--- src/rtl/div_iter_seq.sv ---
// div_iter_seq: multi-cycle RV32IM DIV/DIVU/REM/REMU sequencer.
// Radix-2 restoring divider on absolute values, with sign fix-up and the
// RISC-V divide-by-zero / signed-overflow results applied at the end.
// Optional feature macro: DIV_EARLY_OUT_EN (special cases finish from PREP).
module div_iter_seq #(
  parameter int DATA_WIDTH = 32,
  parameter int END_IDX    = DATA_WIDTH - 1,
  parameter int CNT_W      = $clog2(DATA_WIDTH + 1)
) (
  input  logic                  clk,
  input  logic                  reset,
  input  logic                  start,
  input  logic                  abort,
  input  logic [1:0]            op,
  input  logic [DATA_WIDTH-1:0] operand_1,
  input  logic [DATA_WIDTH-1:0] operand_2,
  output logic                  busy,
  output logic                  done,
  output logic [DATA_WIDTH-1:0] result
);

  typedef enum logic [2:0] {
    S_IDLE = 3'd0,
    S_PREP = 3'd1,
    S_CALC = 3'd2,
    S_FIX  = 3'd3,
    S_DONE = 3'd4
  } state_t;

  state_t r_state;
  state_t w_state_next;

  // Latched request
  logic [1:0]            r_op;
  logic [DATA_WIDTH-1:0] r_dividend;
  logic [DATA_WIDTH-1:0] r_divisor;

  // Iteration state
  logic [DATA_WIDTH-1:0] r_abs_divisor;
  logic [DATA_WIDTH-1:0] r_rem;
  logic [DATA_WIDTH-1:0] r_quo;
  logic [CNT_W-1:0]      r_cnt;
  logic                  r_neg_q;
  logic                  r_neg_r;
  logic [DATA_WIDTH-1:0] r_result;

  // Combinational helpers
  logic                  w_accept;
  logic                  w_signed;
  logic                  w_sign1;
  logic                  w_sign2;
  logic [DATA_WIDTH-1:0] w_abs_1;
  logic [DATA_WIDTH-1:0] w_abs_2;
  logic                  w_div_zero;
  logic                  w_overflow;
  logic                  w_special;
  logic [DATA_WIDTH-1:0] w_special_res;
  logic [DATA_WIDTH:0]   w_shift_r;
  logic [DATA_WIDTH+1:0] w_trial;
  logic                  w_trial_neg;
  logic [DATA_WIDTH-1:0] w_q_fix;
  logic [DATA_WIDTH-1:0] w_r_fix;
  logic [DATA_WIDTH-1:0] w_iter_res;

  // A new request is taken only when not busy, and an abort always wins.
  assign w_accept = (r_state == S_IDLE || r_state == S_DONE) && start && !abort;

  // op[0]=0 selects the signed variants (DIV, REM).
  assign w_signed = ~r_op[0];
  assign w_sign1  = w_signed & r_dividend[END_IDX];
  assign w_sign2  = w_signed & r_divisor[END_IDX];
  assign w_abs_1  = w_sign1 ? (~r_dividend + 1'b1) : r_dividend;
  assign w_abs_2  = w_sign2 ? (~r_divisor + 1'b1) : r_divisor;

  // RISC-V special cases, evaluated on the latched operands.
  assign w_div_zero = (r_divisor == '0);
  assign w_overflow = w_signed
                    && (r_dividend == {1'b1, {(DATA_WIDTH-1){1'b0}}})
                    && (r_divisor == '1);
  assign w_special  = w_div_zero | w_overflow;

  // Divide-by-zero: q = all ones, r = dividend. Overflow: q = dividend, r = 0.
  assign w_special_res = r_op[1] ? (w_div_zero ? r_dividend : '0)
                                 : (w_div_zero ? '1 : r_dividend);

  // One restoring step: shift {r,q} left and try to subtract the divisor.
  // Two guard bits keep the trial sign exact for unsigned divisors near 2^W.
  assign w_shift_r   = {r_rem, r_quo[END_IDX]};
  assign w_trial     = {1'b0, w_shift_r} - {2'b00, r_abs_divisor};
  assign w_trial_neg = w_trial[DATA_WIDTH+1];

  // Sign fix-up and result selection.
  assign w_q_fix    = r_neg_q ? (~r_quo + 1'b1) : r_quo;
  assign w_r_fix    = r_neg_r ? (~r_rem + 1'b1) : r_rem;
  assign w_iter_res = r_op[1] ? w_r_fix : w_q_fix;

  // State register
  always_ff @(posedge clk or posedge reset) begin
    if (reset) begin
      r_state <= S_IDLE;
    end else begin
      r_state <= w_state_next;
    end
  end

  // Next-state logic and status outputs
  always_comb begin
    w_state_next = r_state;
    busy         = 1'b0;
    done         = 1'b0;
    case (r_state)
      S_IDLE: begin
        if (start) w_state_next = S_PREP;
      end
      S_PREP: begin
        busy = 1'b1;
`ifdef DIV_EARLY_OUT_EN
        w_state_next = w_special ? S_DONE : S_CALC;
`else
        w_state_next = S_CALC;
`endif
      end
      S_CALC: begin
        busy = 1'b1;
        if (r_cnt == CNT_W'(1)) w_state_next = S_FIX;
      end
      S_FIX: begin
        busy         = 1'b1;
        w_state_next = S_DONE;
      end
      S_DONE: begin
        done         = 1'b1;
        w_state_next = start ? S_PREP : S_IDLE;
      end
      default: w_state_next = S_IDLE;
    endcase
    if (abort) w_state_next = S_IDLE;
  end

  // Operand latch, iteration datapath and result register
  always_ff @(posedge clk or posedge reset) begin
    if (reset) begin
      r_op          <= '0;
      r_dividend    <= '0;
      r_divisor     <= '0;
      r_abs_divisor <= '0;
      r_rem         <= '0;
      r_quo         <= '0;
      r_cnt         <= '0;
      r_neg_q       <= 1'b0;
      r_neg_r       <= 1'b0;
      r_result      <= '0;
    end else begin
      if (w_accept) begin
        r_op       <= op;
        r_dividend <= operand_1;
        r_divisor  <= operand_2;
      end
      case (r_state)
        S_PREP: begin
          r_rem         <= '0;
          r_quo         <= w_abs_1;
          r_abs_divisor <= w_abs_2;
          r_cnt         <= CNT_W'(DATA_WIDTH);
          r_neg_q       <= w_sign1 ^ w_sign2;
          r_neg_r       <= w_sign1;
`ifdef DIV_EARLY_OUT_EN
          if (!abort && w_special) r_result <= w_special_res;
`endif
        end
        S_CALC: begin
          r_rem <= w_trial_neg ? w_shift_r[END_IDX:0] : w_trial[END_IDX:0];
          r_quo <= {r_quo[END_IDX-1:0], ~w_trial_neg};
          r_cnt <= r_cnt - 1'b1;
        end
        S_FIX: begin
          if (!abort) r_result <= w_special ? w_special_res : w_iter_res;
        end
        default: ;
      endcase
    end
  end

  assign result = r_result;

endmodule
--- config.mk ---
export PLATFORM = sky130hd
export DESIGN_NAME = div_iter_seq
export DESIGN_NICKNAME = d
export VERILOG_FILES = /design/src/rtl/div_iter_seq.sv
export SDC_FILE = /design/constraint.sdc
export NUM_CORES = 1
export LEC_CHECK = 0
export ABC_AREA = 1
export BUFFER_PORTS_ARGS = -buffer_cell sky130_fd_sc_hd__buf_2
export CORE_ASPECT_RATIO = 2
export CORE_MARGIN = 3
export CORE_UTILIZATION = 62
export CTS_CLUSTER_DIAMETER = 40
export DETAILED_ROUTE_END_ITERATION = 10
export HOLD_SLACK_MARGIN = 0.1
export PLACE_DENSITY = 0.9
export SYNTH_ARGS = -nofsm -noshare
export SYNTH_HDL_FRONTEND = slang
export SYNTH_SLANG_ARGS = --single-unit
--- constraint.sdc ---
create_clock -name clk -period 8.7 [get_ports clk]
set_input_delay 0.87 -clock clk [delete_from_list [all_inputs] [get_ports clk]]
set_output_delay 0.87 -clock clk [all_outputs]
set_load 0.1 [all_outputs]
==> results.txt <==
* Run status: completed
- Clock-pin slew on the worst setup and hold paths: 0.06 ns
* Cell type of the slowest stage on the worst timing path: sky130_fd_sc_hd__nand2_1
* Count of placed standard cells including taps: just under 3000
- Proportion of synthesized chip area in sequential cells: 0.326
* First element of the critical path: r_state[2]
- Worst R2R End: r_quo[21]
- In the final layout, the share of cells above drive strength 1 is 0.0758.
* Clock root cell: sky130_fd_sc_hd__clkbuf_16
- The worst path needs 3.18 ns of the cycle, external delays included.
* TritonCTS sink count: just over 200
- Wires add up to 57200 µm.
- Setup repair after global routing left no endpoint under its margin.
- The die is 119 µm wide.
* Initial standard-cell utilization of the core: 0.636
- Summing over every cut layer, the via total after detailed routing is 17300.
- Counting the fill cells in the layout gives 2244.
- In this run the number of H-tree levels came out at 1.
* Buffers inserted during post-CTS setup optimization: 0
* Number of I/O pins: 104
* Number of cells on the worst reg-to-reg path: 7
* Cell repeated most along the worst path: sky130_fd_sc_hd__nand2_1
- Number of setup violations in the final report: 0
- For the worst-skew pair, the clock arrives at the later sink with an insertion delay of 0.56 ns.
- Data on the critical path is required at its endpoint by around 9.1 ns.
- The signal on the critical path passes through nor2_1, nand2_2, nand2_1, clkinv_1, buf_4, nand2_1, o221ai_1.
- The repair_antennas step left the layout with diodes totalling 0.
- The number of clock buffers added by TritonCTS is 25.
- DRT iter0 DRCs: roughly 1500
- Gate count of the mapped netlist: 2531
- The kind of cell with the highest combined delay along the critical path is simple AND/OR/NAND/NOR gates.
- In the global route stage, met2 resource usage came out at 0.730.
* Final RePlAce weighted congestion: approximately 0.98
* Signed area change from the synthesized netlist to the final layout: 9.54%
- In the finished design, the share of the clock period the worst path needs comes to 0.365.
- Setup slack on the critical path of the routed design comes to ~5.5 ns.
- Mapped Nets: 2641
- Once layout is done, the placed cells without fillers occupy 17200 µm².
* Post-cts gate resize count: 0
- Post-synth design cell area: 15700 µm²
- In the final timing run, aggregate negative setup slack is 0 ns.
- Detail-routed net length per standard cell: 19.5 µm
- Measured along the y axis, the die boundary spans 231 µm.
* Overflow after GRT: 0
* Startpoint types: flop
* Total buffers and inverters traversed by the critical path: 2
* Pins over their slew limit: 0
- Slew at the pin with the worst max-slew slack: approximately 1.1 ns
- The sequential cells in the finished layout cover a total of around 5100 µm².
* Endpoint of the most critical setup path: r_quo[21]
- In the routed design, unresolved DRC markers number 0.
* Per-instance average area after synthesis: 6.21 µm²
* Pin count of the biggest net entering global routing: 147
- Grt met3 use: 0.0523
- Clock skew on the completed layout was measured at 0.0216 ns.
* Critical path class: reg -> reg
- In this run the deepest clock path goes through 3 buffers.
- Net count of the finished layout: approximately 2700
- I/O Buffers: 103
- For this run, the total global-route usage over all layers was measured as 0.411.
- Timing would allow up to about 310 MHz.
* Die Area: 27400 µm²
- The number of global-route vias before repair was ~17000.
* Maximum capacitance violations: 0
- Synthesis instantiated 45 different standard cells from the library.
- Placeable core region: 24700 µm²
- The startpoint identified for the worst register-to-register timing path is r_state[2].
- The Yosys step of the flow raised 0 warnings.
* Slack of the worst reg-to-reg path: 5.52 ns
- In this design, the stage delay of the slowest critical-path cell is 0.96 ns.
* WP depth: 7
* Synthesis-stage register bit count: 205
* GRT met1 Usage: 0.404
* Antenna violations before repair: 0
- Instance area after placement: 16300 µm²
* Data arrival, critical path: 3.58 ns
* Detailed placer's ending HPWL: 43400 µm
* Number of hold-slack violations in the final timing report: 0
- In the routed layout, each cell is associated on average with a via count of 5.89.
* Top Usage Layer GRT: met2
- First-pass iteration count of the detailed router: 6
- Before CTS, the worst setup slack after placement is 5.69 ns.
- The worst hold path belongs to the class reg -> reg.
- Along the worst path, the maximum fanout reaches 45.
* Hold-fix buffers at CTS: 0
- Measured against its own limit, the worst slew margin works out to 0.286.
- Global-route wire length before repair: 89000 µm
* Count of placed standard cells in the final layout, fillers left out: 2932
* Number of placement rows: 81
- Capturing element type of the critical path: flop
- TritonCTS clock tree: done
- Once detail routing completed, the nets flagged for antenna violations numbered 0.
* Combined area of the multi-input logic cells: between 9000 and 10000 µm²
## worst min-delay path by stage
stage | start | end | slack (ns) | cells past startpoint
detailed placement | result[26] | result[26] | 0.46 | 2
CTS | result[26] | result[26] | 0.48 | 2
global route | result[26] | result[26] | 0.49 | 2
floorplan | r_cnt[5] | r_cnt[5] | 0.44 | 1
global placement | result[5] | result[5] | 0.46 | 2
finish | result[30] | result[30] | 0.47 | 2
## layout make-up
class,count,area share
inverter,307,0.0675
sequential,205,0.298
multi-input combinational,1928,0.524
tap,332,0.0241
timing repair buffer,115,0.0352
clock inverter,16,0.0134
clock buffer,29,0.0378
## worst register-to-register path, stage by stage, from the launching register on
cell,delay (ns)
sky130_fd_sc_hd__dfrtp_1,0.46
sky130_fd_sc_hd__nor2_1,0.19
sky130_fd_sc_hd__nand2_2,0.48
sky130_fd_sc_hd__nand2_1,0.97
sky130_fd_sc_hd__clkinv_1,0.27
sky130_fd_sc_hd__buf_4,0.35
sky130_fd_sc_hd__nand2_1,0.18
sky130_fd_sc_hd__o221ai_1,0.11
## flip-flops by register name, indices dropped and copies added, names as in the netlist
register,count
r_abs_divisor,32
r_cnt,6
r_dividend,32
r_divisor,32
r_neg_q,1
r_neg_r,1
r_op,2
r_quo,32
r_rem,32
r_state,3
result,32
## per-stage QoR
| step | hold slack, ns | util |
|---|---|---|
| floorplan | 0.440 | - |
| global placement | 0.460 | 0.661 |
| detailed placement | 0.460 | 0.661 |
| CTS | 0.476 | 0.696 |
| global route | 0.488 | 0.696 |
| finish | 0.475 | 0.696 |
## layout by cell type, fill, tap and decap left out, types with 2 or more instances in the layout
master / n
sky130_fd_sc_hd__o31ai_1: 3
sky130_fd_sc_hd__nand3_1: 311
sky130_fd_sc_hd__nor3_1: 17
sky130_fd_sc_hd__clkbuf_16: 25
sky130_fd_sc_hd__nand4_1: 29
sky130_fd_sc_hd__nand2_2: 5
sky130_fd_sc_hd__nand3b_1: 12
sky130_fd_sc_hd__nand2_1: 942
sky130_fd_sc_hd__nor3_2: 3
sky130_fd_sc_hd__o21bai_1: 13
sky130_fd_sc_hd__clkinv_1: 4
sky130_fd_sc_hd__inv_6: 3
sky130_fd_sc_hd__buf_4: 12
sky130_fd_sc_hd__buf_2: 103
sky130_fd_sc_hd__nor2_2: 12
sky130_fd_sc_hd__nor2_4: 2
sky130_fd_sc_hd__nand3_2: 2
sky130_fd_sc_hd__bufinv_16: 3
sky130_fd_sc_hd__nor2_1: 216
sky130_fd_sc_hd__nor4_1: 2
sky130_fd_sc_hd__inv_1: 295
sky130_fd_sc_hd__a21oi_1: 53
sky130_fd_sc_hd__nand2_4: 2
sky130_fd_sc_hd__o22ai_1: 16
sky130_fd_sc_hd__xor2_1: 31
sky130_fd_sc_hd__o21ai_0: 161
sky130_fd_sc_hd__clkbuf_1: 3
sky130_fd_sc_hd__xnor2_1: 15
sky130_fd_sc_hd__ha_1: 39
sky130_fd_sc_hd__inv_2: 6
sky130_fd_sc_hd__o221ai_1: 17
sky130_fd_sc_hd__o211ai_1: 7
sky130_fd_sc_hd__dfrtp_1: 204
sky130_fd_sc_hd__inv_8: 6
sky130_fd_sc_hd__and3_1: 2
sky130_fd_sc_hd__nor3_4: 2
sky130_fd_sc_hd__o21ai_1: 6
## logic make-up after synthesis
family | after synthesis | share of synthesized area
AND/OR/NAND/NOR | 1562 | 0.416
buffers and inverters | 398 | 0.100
AO/OA/AOI/OAI | 280 | 0.0994
flip-flops | 205 | 0.326
XOR/XNOR | 46 | 0.0256
adder cells (fa/ha/maj) | 40 | 0.0323
## cells in the mapped netlist
cell	n	area, µm²
sky130_fd_sc_hd__nand2_2	5	31.3
sky130_fd_sc_hd__a21o_1	1	7.51
sky130_fd_sc_hd__nor3_4	1	16.3
sky130_fd_sc_hd__or2_2	1	6.26
sky130_fd_sc_hd__o211ai_1	7	52.6
sky130_fd_sc_hd__o31ai_1	3	22.5
sky130_fd_sc_hd__nor2_4	2	22.5
sky130_fd_sc_hd__clkbuf_2	1	5.00
sky130_fd_sc_hd__clkinv_1	3	11.3
sky130_fd_sc_hd__nor4_1	2	12.5
sky130_fd_sc_hd__and2_1	1	6.26
sky130_fd_sc_hd__dfrtp_1	205	5130
sky130_fd_sc_hd__nor2_1	217	815
sky130_fd_sc_hd__buf_4	4	30.0
sky130_fd_sc_hd__o221ai_1	17	149
sky130_fd_sc_hd__inv_2	6	22.5
sky130_fd_sc_hd__nand4_4	1	21.3
sky130_fd_sc_hd__nand3_1	311	1560
sky130_fd_sc_hd__buf_2	17	85.1
sky130_fd_sc_hd__nor2_2	11	68.8
sky130_fd_sc_hd__ha_1	39	488
sky130_fd_sc_hd__o21ai_1	6	30.0
sky130_fd_sc_hd__a221oi_1	1	8.76
sky130_fd_sc_hd__buf_1	10	37.5
sky130_fd_sc_hd__nand3b_1	12	90.1
sky130_fd_sc_hd__o22ai_1	16	100
sky130_fd_sc_hd__o21ai_0	161	806
sky130_fd_sc_hd__nand2_1	942	3540
sky130_fd_sc_hd__xnor2_1	15	131
sky130_fd_sc_hd__nand2_4	2	22.5
sky130_fd_sc_hd__fa_1	1	20.0
sky130_fd_sc_hd__a21oi_1	53	265
sky130_fd_sc_hd__buf_6	6	67.6
sky130_fd_sc_hd__xor2_1	31	272
sky130_fd_sc_hd__and3_1	2	12.5
sky130_fd_sc_hd__inv_4	1	6.26
sky130_fd_sc_hd__a22oi_1	1	7.51
sky130_fd_sc_hd__o21bai_1	13	97.6
sky130_fd_sc_hd__a21oi_4	1	16.3
sky130_fd_sc_hd__nand3_2	2	20.0
sky130_fd_sc_hd__nor3_2	3	30.0
sky130_fd_sc_hd__clkbuf_1	53	199
sky130_fd_sc_hd__nand4_1	29	181
sky130_fd_sc_hd__nor3_1	18	90.1
sky130_fd_sc_hd__inv_1	297	1110
## routing by layer
metal / vias to the layer above / wire length, µm
li1: 8169 / -
met1: 7942 / 18500
met2: 854 / 28500
met3: 293 / 3600
met4: 0 / 6570
met5: - / 0
Power is left out: the tool's default activity adds up to more than one toggle a clock period on the data nets, which glitch-free logic cannot reach.
